File: src/rtl/alsu_op_sequencer.sv
// alsu_op_sequencer: drives a 4-bit ALSU from a small 4-entry register file.
// Each command goes through three steps. IDLE accepts and latches the command.
// EXEC presents the operands to the ALSU and writes the result back.
// DONE holds the result until the consumer takes it.
// Optional macro ALSU_SEQ_CARRY_CHAIN_EN feeds the carry flag into alu_cin
// during EXEC so that multi-word adds can chain their carries.
`timescale 1ns/1ps
module alsu_op_sequencer (
  input  logic       clk,
  input  logic       rst,
  input  logic       cmd_valid,
  output logic       cmd_ready,
  input  logic [3:0] cmd_op,
  input  logic [1:0] cmd_ra,
  input  logic [1:0] cmd_rb,
  input  logic [1:0] cmd_rd,
  input  logic [3:0] cmd_imm,
  output logic [3:0] alu_a,
  output logic [3:0] alu_b,
  output logic [3:0] alu_s,
  output logic       alu_cin,
  input  logic [3:0] alu_f,
  input  logic       alu_cout,
  output logic       res_valid,
  input  logic       res_ready,
  output logic [3:0] res_data,
  output logic       flag_z,
  output logic       flag_c
);

  typedef enum logic [1:0] {IDLE, EXEC, DONE} state_t;

  localparam logic [3:0] OP_LOAD = 4'b1110;

  state_t     state;
  state_t     state_next;

  logic [3:0] op_q;
  logic [3:0] imm_q;
  logic [1:0] ra_q;
  logic [1:0] rb_q;
  logic [1:0] rd_q;

  logic [3:0] regs [4];
  logic [3:0] res_q;
  logic       z_q;
  logic       c_q;

  logic [3:0] wb_data;

  // State register; reset wins over any handshake on the same edge
  always_ff @(posedge clk) begin
    if (rst) state <= IDLE;
    else     state <= state_next;
  end

  // Next-state: one cycle in EXEC, then wait in DONE for the consumer
  always_comb begin
    state_next = state;
    case (state)
      IDLE:    if (cmd_valid) state_next = EXEC;
      EXEC:    state_next = DONE;
      DONE:    if (res_ready) state_next = IDLE;
      default: state_next = IDLE;
    endcase
  end

  // Command latch, loaded only on an accepted handshake in IDLE
  always_ff @(posedge clk) begin
    if (rst) begin
      op_q  <= '0;
      imm_q <= '0;
      ra_q  <= '0;
      rb_q  <= '0;
      rd_q  <= '0;
    end else if (state == IDLE && cmd_valid) begin
      op_q  <= cmd_op;
      imm_q <= cmd_imm;
      ra_q  <= cmd_ra;
      rb_q  <= cmd_rb;
      rd_q  <= cmd_rd;
    end
  end

  // Writeback value: LOAD bypasses the ALSU, every other code takes its result
  always_comb begin
    wb_data = (op_q == OP_LOAD) ? imm_q : alu_f;
  end

  // Register file, result and flags update only on the edge leaving EXEC
  always_ff @(posedge clk) begin
    if (rst) begin
      for (int i = 0; i < 4; i++) regs[i] <= '0;
      res_q <= '0;
      z_q   <= 1'b1;
      c_q   <= 1'b0;
    end else if (state == EXEC) begin
      regs[rd_q] <= wb_data;
      res_q      <= wb_data;
      z_q        <= (wb_data == 4'd0);
      if (op_q != OP_LOAD) c_q <= alu_cout;
    end
  end

  // Outputs: ALSU inputs are live only in EXEC and read pre-write register values
  always_comb begin
    cmd_ready = (state == IDLE);
    res_valid = (state == DONE);
    alu_a     = '0;
    alu_b     = '0;
    alu_s     = '0;
    alu_cin   = 1'b0;
    if (state == EXEC) begin
      alu_a = regs[ra_q];
      alu_b = regs[rb_q];
      alu_s = op_q;
`ifdef ALSU_SEQ_CARRY_CHAIN_EN
      alu_cin = c_q;
`else
      alu_cin = 1'b0;
`endif
    end
  end

  assign res_data = res_q;
  assign flag_z   = z_q;
  assign flag_c   = c_q;

endmodule
File: config.mk
export PLATFORM = sky130hd
export DESIGN_NAME = alsu_op_sequencer
export DESIGN_NICKNAME = d
export VERILOG_FILES = /design/src/rtl/alsu_op_sequencer.sv
export SDC_FILE = /design/constraint.sdc
export NUM_CORES = 1
export LEC_CHECK = 0
export CORE_MARGIN = 3
export CORE_UTILIZATION = 44
export DETAILED_ROUTE_END_ITERATION = 10
export GPL_ROUTABILITY_DRIVEN = 0
export PLACE_DENSITY = 0.77
export SETUP_SLACK_MARGIN = 0.05
export SYNTH_ARGS = -nofsm -noshare
export SYNTH_HDL_FRONTEND = slang
export SYNTH_SLANG_ARGS = --single-unit
File: constraint.sdc
create_clock -name clk -period 1.3 [get_ports clk]
set_input_delay 0.26 -clock clk [delete_from_list [all_inputs] [get_ports clk]]
set_output_delay 0.26 -clock clk [all_outputs]
set_load 0.03 [all_outputs]
==> impl_metrics.env <==
export IMPL_io_pins=44
export IMPL_die_area_um2=5070
export IMPL_max_freq_mhz=568
export IMPL_grt_usage_pct=18.1
export IMPL_core_um2=4060
export IMPL_worstSkewPairLatency_ns=0.29
export IMPL_hold_depth=2
export IMPL_period_needed_ns=1.76
export IMPL_p_per_area_nw_per_um2=1030
export IMPL_nNetsFinal=241
export IMPL_cts_path_max_buffers=2
export IMPL_timing_rr_start="state[1]"
export IMPL_start_util_pct=46.1
export IMPL_fin_crit_sh_pct=135
export IMPL_timing_final_ws_setup_ns=-0.460
export IMPL_cts_sinks=42
export IMPL_antennaDiodeCount=0
export IMPL_cts_reportedPaths_clkPinSlew_ns=0.08
export IMPL_yosys_cell_types_count=28
export IMPL_grt_max_degree=17
export IMPL_peakVddDrop_uv=761
export IMPL_postCtsHoldBufs=0
export IMPL_grt_overflow=0
export IMPL_postSynthNetCount=179
export IMPL_rsz0062_at_grt="yes"
export IMPL_crit_path_end_kind="output pin"
export IMPL_critPathKind="flip-flop to output pin"
export IMPL_postSynthAreaPerCell_um2=12.0
export IMPL_design_area_um2=2790
export IMPL_synth_warnings=0
export IMPL_min_from="ra_q[0]"
export IMPL_power_leakage_nw=1.12
export IMPL_drt_wl_total_mm=4.49
export IMPL_via_count=1402
export IMPL_numCtsBuffers=5
export IMPL_portBuffers=42
export IMPL_status="finished with violations"
export IMPL_htreeDepth=2
export IMPL_cp_required_ns=1.04
export IMPL_stdcell_count=269
export IMPL_hold_class="flip-flop to flip-flop"
export IMPL_drive_gt1_share_pct=49.3
export IMPL_reg2reg_to="regs[3][2]"
export IMPL_root_buffer="clkbuf_8"
export IMPL_r2r_cells=3
export IMPL_dp_hpwl_mm=3.20
export IMPL_worstPathMaxFanout=2
export IMPL_violations="negative setup slack"
export IMPL_slew_violations=0
export IMPL_dp_cells=258
export IMPL_start_kind="flip-flop"
export IMPL_drtIter0Drc=29
export IMPL_post_drt_via_cell_ratio=5.21
export IMPL_ff2ff_setup_slack_ns=-0.02
export IMPL_nFillCells=292
export IMPL_synth_seq_cells=42
export IMPL_maxCapViolations=0
export IMPL_synthCells=156
export IMPL_area_growth_pct=49.2
export IMPL_row_count=23
export IMPL_cts_tree="yes"
export IMPL_clock_skew_ns=0.00647
export IMPL_dr_pass1_iters=4
export IMPL_drc=0
export IMPL_yosysSeqAreaShare_pct=53.5
export IMPL_dieWidth_um=71.2
export IMPL_grt_pass1_wl_mm=6.86
export IMPL_syn_area_um2=1870
export IMPL_first_global_vias=1466
export IMPL_antenna_found_initial=0
export IMPL_finalSetupViolCount=18
export IMPL_ant_nets=0
export IMPL_dieHeight_um=71.2
export IMPL_placed_cell_area_um2=2440
export IMPL_cp_data_arrival_time_ns=1.50
export IMPL_hold_viol_final=0
export IMPL_avgRoutedWirePerCell_um=16.7
-- cells in the mapped netlist, drive strengths merged --
master | n | share of area [%]
buf | 4 | 2.5
nor2b | 2 | 0.67
a211oi | 4 | 1.9
nor4 | 2 | 0.67
conb | 1 | 0.20
and2b | 2 | 0.94
nor2 | 33 | 6.6
dfxtp | 26 | 28
nor3b | 1 | 0.67
a21oi | 3 | 0.80
nor3 | 6 | 1.6
nand3 | 3 | 0.80
edfxtp | 16 | 26
nand2 | 1 | 0.20
clkbuf | 5 | 1.1
and2 | 12 | 4.0
nand2b | 5 | 1.7
a21bo | 1 | 0.53
mux2i | 19 | 10
a31o | 1 | 0.47
nand4b | 1 | 1.3
mux4 | 8 | 9.6
-- kinds of logic after synthesis --
logic type | share of synthesized area (%)
muxes | 20.0
buffers and inverters | 3.54
AOI/OAI and AO/OA | 3.68
DFF | 53.5
other | 0.200
and+or+nand+nor | 19.1
-- how the worst max path moves through the flow --
stage	slack [ns]	depth (start not counted)	end	startpoint
after CTS	-0.45	3	alu_b[1]	regs[3][1]
final	-0.46	3	alu_a[3]	regs[3][3]
after global placement	-0.55	3	alu_a[3]	flip-flop
after detailed placement	-0.59	3	alu_b[1]	regs[3][1]
after global routing	-0.48	3	alu_a[3]	regs[3][3]
after floorplan	-0.004	2	alu_a[0]	flip-flop
-- final cells by class --
class	instances	area, um^2	area share, %
Multi-Input combinational cell	105	1000	35.8
Clock buffer	5	68.8	2.46
Timing Repair Buffer	64	633	22.7
Sequential cell	42	1020	36.4
Tap cell	50	62.6	2.24
Clock inverter	3	11.3	0.403
-- per-stage QoR --
step	setup slack [ns]	utilization, %	power, mW	TNS [ns]	hold slack [ns]
floorplan	-0.00363	-	1.83	-0.0291	0.407
global placement	-0.555	60.1	2.01	-13.18	0.491
detailed placement	-0.590	60.1	2.03	-15.11	0.499
CTS	-0.450	65.4	2.85	-4.91	0.516
global route	-0.480	68.8	2.97	-6.22	0.559
finish	-0.460	68.8	2.88	-5.05	0.532
-- report_power, final --
part           switching [mW]  internal [mW]
Clock                   0.425          0.359
Combinational           0.275          0.315
Sequential             0.0647           1.45
Total                   0.765           2.12
-- registers in the layout (all words and copies together) (netlist names), named ones only --
name      cells
regs         16
res_data      4
ra_q          2
rb_q          2
op_q          4
rd_q          2
state         2
flag_c        1
flag_z        1
imm_q         4
-- what timing repair did --
item                       4_1_cts  5_1_grt
setup endpoints to repair       56       65
pin swaps                       17       14
hold endpoints to repair         0        0
gates resized for setup         97       29
setup buffers                    0        5
-- cells in the final DEF (no fill, tap or decap), types with 6 or more instances in the layout --
cell type	count
clkdlybuf4s50_1	21
dfxtp_2	6
edfxtp_1	16
and2_4	12
buf_6	21
nor2_1	24
mux2i_1	16
mux4_2	8
dfxtp_1	18
buf_4	18
-- critical path, cell delays in order, from the launching register on --
cell      delay (ns)
edfxtp_1        0.43
mux4_2          0.49
and2_4          0.15
buf_6           0.13
-- layer usage --
| metal | part of all wire (%) | wire length, um | global-route usage [%] |
|---|---|---|---|
| met1 | 37 | 1660 | 17.5 |
| met2 | 54 | 2400 | 33.4 |
| met3 | 5.6 | 249 | 5.61 |
| met4 | 3.8 | 171 | 10.4 |
| met5 | 0 | 0 | 0 |
No activity file was read; power rests on OpenSTA's default activity.
==> edit 1 (same flow settings) <==
Encoding of `state_t`: now one-hot (3 bits for 3 states).
--- a/src/rtl/alsu_op_sequencer.sv
+++ b/src/rtl/alsu_op_sequencer.sv
@@ -28,7 +28,7 @@
   output logic       flag_c
 );
 
-  typedef enum logic [1:0] {IDLE, EXEC, DONE} state_t;
+  typedef enum logic [2:0] {IDLE = 3'b001, EXEC = 3'b010, DONE = 3'b100} state_t;
 
   localparam logic [3:0] OP_LOAD = 4'b1110;
 
Check against the original RTL: same outputs for any inputs over 10 cycles, from zero or initial values and one cycle with rst high; not proved beyond that.
==> edit 1 against the original RTL <==
Sequential cell count increased by 1; power increased by 3.7%; area after synthesis increased by 2.8%; the flow still finishes with violations (negative setup slack); wire length increased by 33%; largest power group unchanged; critical path depth unchanged; worst setup slack got worse by 0.0083 ns; cell count increased by 14%; synthesized cell count increased by 14%; cell area increased by 18%.
==> edit 1: results (changes against the original RTL) <==
| Metric | Value |
|---|---|
| Layout Utilization | 80.3% (was 68.8%) |
| Ys Warns | 0 (unchanged) |
| Violated checks | negative setup slack (unchanged) |
| DP HPWL | 3040 microns (was 3200 microns) |
| Register area share after synthesis | 53.1% (was 53.5%) |
| Synth unique cells | 35 (was 28) |
| EDFF count, synth | 16 (unchanged) |
| Layout fillers | 214 (was 292) |
| Worst-path clk slew | 0.09 ns |
| Final setup margin | -0.468 ns (was -0.460 ns) |
| Layout cells sized above 1 | 60.9% (was 49.3%) |
| Final net count | 280 (was 241) |
| Placed inst area | 0.00255 sq mm (was 0.00244 sq mm) |
| Clk_lat worst skew | 0.31 ns (was 0.29 ns) |
| Mapped Cells | 178 (was 156) |
| Crit path from | regs[2][0] (was regs[3][3]) |
| Post-synth top cells | nand2_1, dfxtp_1, nor2_1 (was nor2_1, dfxtp_1, mux2i_1) |
| RR Startpoint | state[2] (was state[1]) |
| Iter 0 DRT Violations | 91 (was 29) |
| Outcome | finished, violations left (unchanged) |
| Setup TNS | -16.11 ns (was -5.05 ns) |
| ANT cells | 0 (unchanged) |
| Post-synthesis mux area share | 12.0% (was 20.0%) |
| Most flops, register | regs (unchanged) |
| Mapped Nets | 201 (was 179) |
| Leak | 0.00131 uW (was 0.00112 uW) |
| Tot GR Track Use | 19.5% (was 18.1%) |
| Clk_skew | 0.00726 ns (was 0.00647 ns) |
| Reg2reg setup slack | -0.39 ns (was -0.02 ns) |
| Synth Area in Compound Gates | 8.13% (was 3.68%) |
| Pre-CTS WS | -0.306 ns (was -0.590 ns) |
| CP endpoint | alu_a[0] (was alu_a[3]) |
| Vias in the first global route | 1576 (was 1466) |
| WP data arrival | 1.51 ns |
| Post-Synth Adder-Cell Area | 0% (unchanged) |
| Via-to-Cell Ratio | 5.43 (was 5.21) |
| Endpoints failing setup | 67 (was 18) |
| Largest net degree at the start of global routing | 20 (was 17) |
| Vias | 1672 (was 1402) |
| Hold WC Path Type | flip-flop to flip-flop (unchanged) |
| First-pass GRT wire length | 7620 microns (was 6860 microns) |
| Ranking of synthesized cells by area | dfxtp_1, edfxtp_1, mux4_2 (was dfxtp_1, edfxtp_1, mux2i_1) |
| Drt total wl | 5990 microns (was 4490 microns) |
| Reg2Reg Depth | 8 (was 3) |
| Post-Synth XOR/XNOR Area | 0% (unchanged) |
| Max reg flops | 16 (unchanged) |
| VDD IR max | 0.000743 V (was 0.000761 V) |
| Synth Flop Type | dfxtp_1 (unchanged) |
| Max clock buf depth | 2 (unchanged) |
[edit 1: cell types whose count changed after synthesis, sizes merged, moves of 2 or more]
cell,before,now
nand2,1,29
nand2b,5,3
nor3,6,2
clkbuf,5,3
nor3b,1,3
nor2,33,22
buf,4,8
and2b,2,0
mux2i,19,4
a21oi,3,17
[edit 1: worst min path at each step]
stage          startpoint  depth (start not counted)  slack [ns]        end
6_report          op_q[0]                          2        0.48    op_q[0]
5_1_grt           rb_q[1]                          2        0.49    rb_q[1]
4_1_cts           rb_q[0]                          2        0.45  flip-flop
3_5_place_dp      rb_q[0]                          2        0.44  flip-flop
3_3_place_gp      rb_q[1]                          2        0.44  flip-flop
2_1_floorplan   cmd_op[0]                          2        0.40    op_q[0]
[edit 1: final cells by class]
cell class	instances	share of cell area, %
inverter	1	0.492
clock inverter	3	0.719
multi-input combinational	123	36.1
timing repair buffer	83	27.2
sequential	43	31.5
clock buffer	5	2.08
tap	50	1.89
[edit 1: layer usage]
metal / part of all wire, % / routed length, microns / vias up / track usage [%]
met4: 2.3 / 137 / 0 / 7.93
met3: 4.4 / 262 / 15 / 4.43
met2: 54 / 3250 / 62 / 34.7
li1: - / - / 785 / -
met1: 39 / 2340 / 810 / 22.4
met5: 0 / 0 / - / 0
[edit 1: timing repair]
action / 4_1_cts / 5_1_grt
cloned: 1 / 1
pin swaps: 30 / 26
setup endpoints to repair: 45 / 73
resized for setup: 74 / 79
buffers inserted: 11 / 12
hold endpoints to repair: 0 / 0
[edit 1: where the power goes]
group | internal [uW] | total [uW] | switching, uW
Clock | 384 | 876 | 492
Combinational | 313 | 595 | 282
Sequential | 1460 | 1520 | 61.3
[edit 1: cell families (layout without fill, tap and decap cells)]
kind of cell           count (synthesis)  count (layout)
DFF                                   43              43
muxes                                 13              13
other                                  1               1
buffers and inverters                 12              92
and+or+nand+nor                       84              84
AOI/OAI and AO/OA                     25              25
[edit 1: critical path: stages (launching register included)]
cell      delay, ns
edfxtp_1       0.43
mux4_2         0.49
and2_4         0.15
buf_6          0.13
[edit 1: stage by stage]
| stage | hold slack, ns | power [uW] |
|---|---|---|
| after detailed placement | 0.445 | 1940 |
| after floorplan | 0.396 | 1760 |
| final | 0.476 | 2990 |
| after global routing | 0.490 | 3090 |
| after global placement | 0.443 | 1930 |
| after CTS | 0.449 | 2880 |
==> edit 2 (config.mk and constraints unchanged) <==
Made on the original files. Build with the macro `ALSU_SEQ_CARRY_CHAIN_EN` defined.
--- a/src/rtl/alsu_op_sequencer.sv
+++ b/src/rtl/alsu_op_sequencer.sv
@@ -5,6 +5,8 @@
 // Optional macro ALSU_SEQ_CARRY_CHAIN_EN feeds the carry flag into alu_cin
 // during EXEC so that multi-word adds can chain their carries.
 `timescale 1ns/1ps
+`define ALSU_SEQ_CARRY_CHAIN_EN
+
 module alsu_op_sequencer (
   input  logic       clk,
   input  logic       rst,
Function: changed (Yosys sat finds a counterexample within 10 cycles, from zero or initial values and one cycle with rst high).
==> edit 2 against the original RTL <==
The run still ends with negative setup slack left; wire length increased by 3.1%; area after synthesis is essentially flat; power fell by 0.40%; via count rose by 2.2%; non-clock buffer count rose by 1; worst setup slack improved by 0.029 ns; hold slack got worse by 0.026 ns; combinational power fell by 4.2%; critical path depth did not move; sequential cell count unchanged; cell area fell by 1.3%; highest routed layer unchanged.
==> edit 2: results (changes against the original RTL) <==
| Metric | Value |
|---|---|
| Pre-CTS WS | -0.309 ns (was -0.590 ns) |
| Clock power share | 27.6% (was 27.2%) |
| Max clock buf depth | 2 (unchanged) |
| Highest metal used | met4 (unchanged) |
| Clk_lat worst skew | 0.29 ns (about the same) |
| Endpoints failing setup | 21 (was 18) |
| Switching Share | 26.2% (was 26.5%) |
| Via-to-Cell Ratio | 5.31 (was 5.21) |
| DP Cell Count | 256 (was 258) |
| Met2 WL | 2490 microns (was 2400 microns) |
| M1 GR Usage | 23.3% (was 17.5%) |
| Leak | 0.00113 uW (was 0.00112 uW) |
| Tot GR Track Use | 18.6% (was 18.1%) |
| Register area share after synthesis | 53.4% (was 53.5%) |
| Tot Pwr | 2870 uW (was 2880 uW) |
| Met3 WL | 174 microns (was 249 microns) |
| Met3 Use GR | 4.49% (was 5.61%) |
| Iter 0 DRT Violations | 73 (was 29) |
| Total setup buffers inserted after CTS | 1 (was 0) |
| DP HPWL | 3290 microns (was 3200 microns) |
| Most flops, register | regs (unchanged) |
| WP data arrival | 1.47 ns (was 1.50 ns) |
| Violated checks | negative setup slack (unchanged) |
| First-pass GRT wire length | 7270 microns (was 6860 microns) |
| Synth Area in Compound Gates | 3.41% (was 3.68%) |
| VDD IR max | 0.000742 V (was 0.000761 V) |
| Vias in the first global route | 1499 (was 1466) |
| Layout cells sized above 1 | 46.4% (was 49.3%) |
| Final net count | 242 (was 241) |
| Setup TNS | -5.20 ns (was -5.05 ns) |
| Ranking of synthesized cells by area | dfxtp_1, edfxtp_1, mux2i_1 (unchanged) |
| Post-synth top cells | nor2_1, dfxtp_1, mux2i_1 (unchanged) |
| Final setup margin | -0.431 ns (was -0.460 ns) |
| Port bufs | 43 (was 42) |
| Post-synthesis mux area share | 20.2% (was 20.0%) |
| Drt total wl | 4620 microns (was 4490 microns) |
| Largest net degree at the start of global routing | 13 (was 17) |
| Worst-path clk slew | 0.08 ns (about the same) |
| Clk_skew | 0.00124 ns (was 0.00647 ns) |
| Synth unique cells | 25 (was 28) |
| Resize count post-CTS | 43 (was 97) |
| Outcome | finished, violations left (unchanged) |
| M1 wire length | 1930 microns (was 1660 microns) |
| Grt met2 use | 32.0% (was 33.4%) |
| Placed inst area | 0.00241 sq mm (was 0.00244 sq mm) |
| Layout fillers | 289 (was 292) |
| Initial antenna violation count | 0 (unchanged) |
## edit 2: changes by cell type after synthesis, sizes merged
cell	before	now
and2	12	13
buf	4	5
clkbuf	5	4
conb	1	0
and2b	2	1
nor2b	2	3
## edit 2: layout make-up
| class | instances | area, sq um | area share, % |
|---|---|---|---|
| flip-flops and latches | 42 | 1020 | 37.0 |
| well taps | 50 | 62.6 | 2.27 |
| clock buffers | 6 | 72.6 | 2.63 |
| multi-input cells | 105 | 937 | 34.0 |
| clock inverters | 2 | 8.76 | 0.318 |
| repair buffers | 65 | 654 | 23.7 |
## edit 2: path summary, 6_finish.rpt
check               from          end  slack (ns)  depth (start not counted)
max           regs[2][1]     alu_a[1]       -0.43                          3
max reg2reg     state[1]   regs[3][0]       -0.06                          4
min reg2reg  res_data[3]  res_data[3]        0.51                          2
min          res_data[3]  res_data[3]        0.51                          2
## edit 2: critical path, stage by stage (launching register included)
cell and delay (ns):
edfxtp_1 0.43, mux4_2 0.48, and2_4 0.15, buf_6 0.13
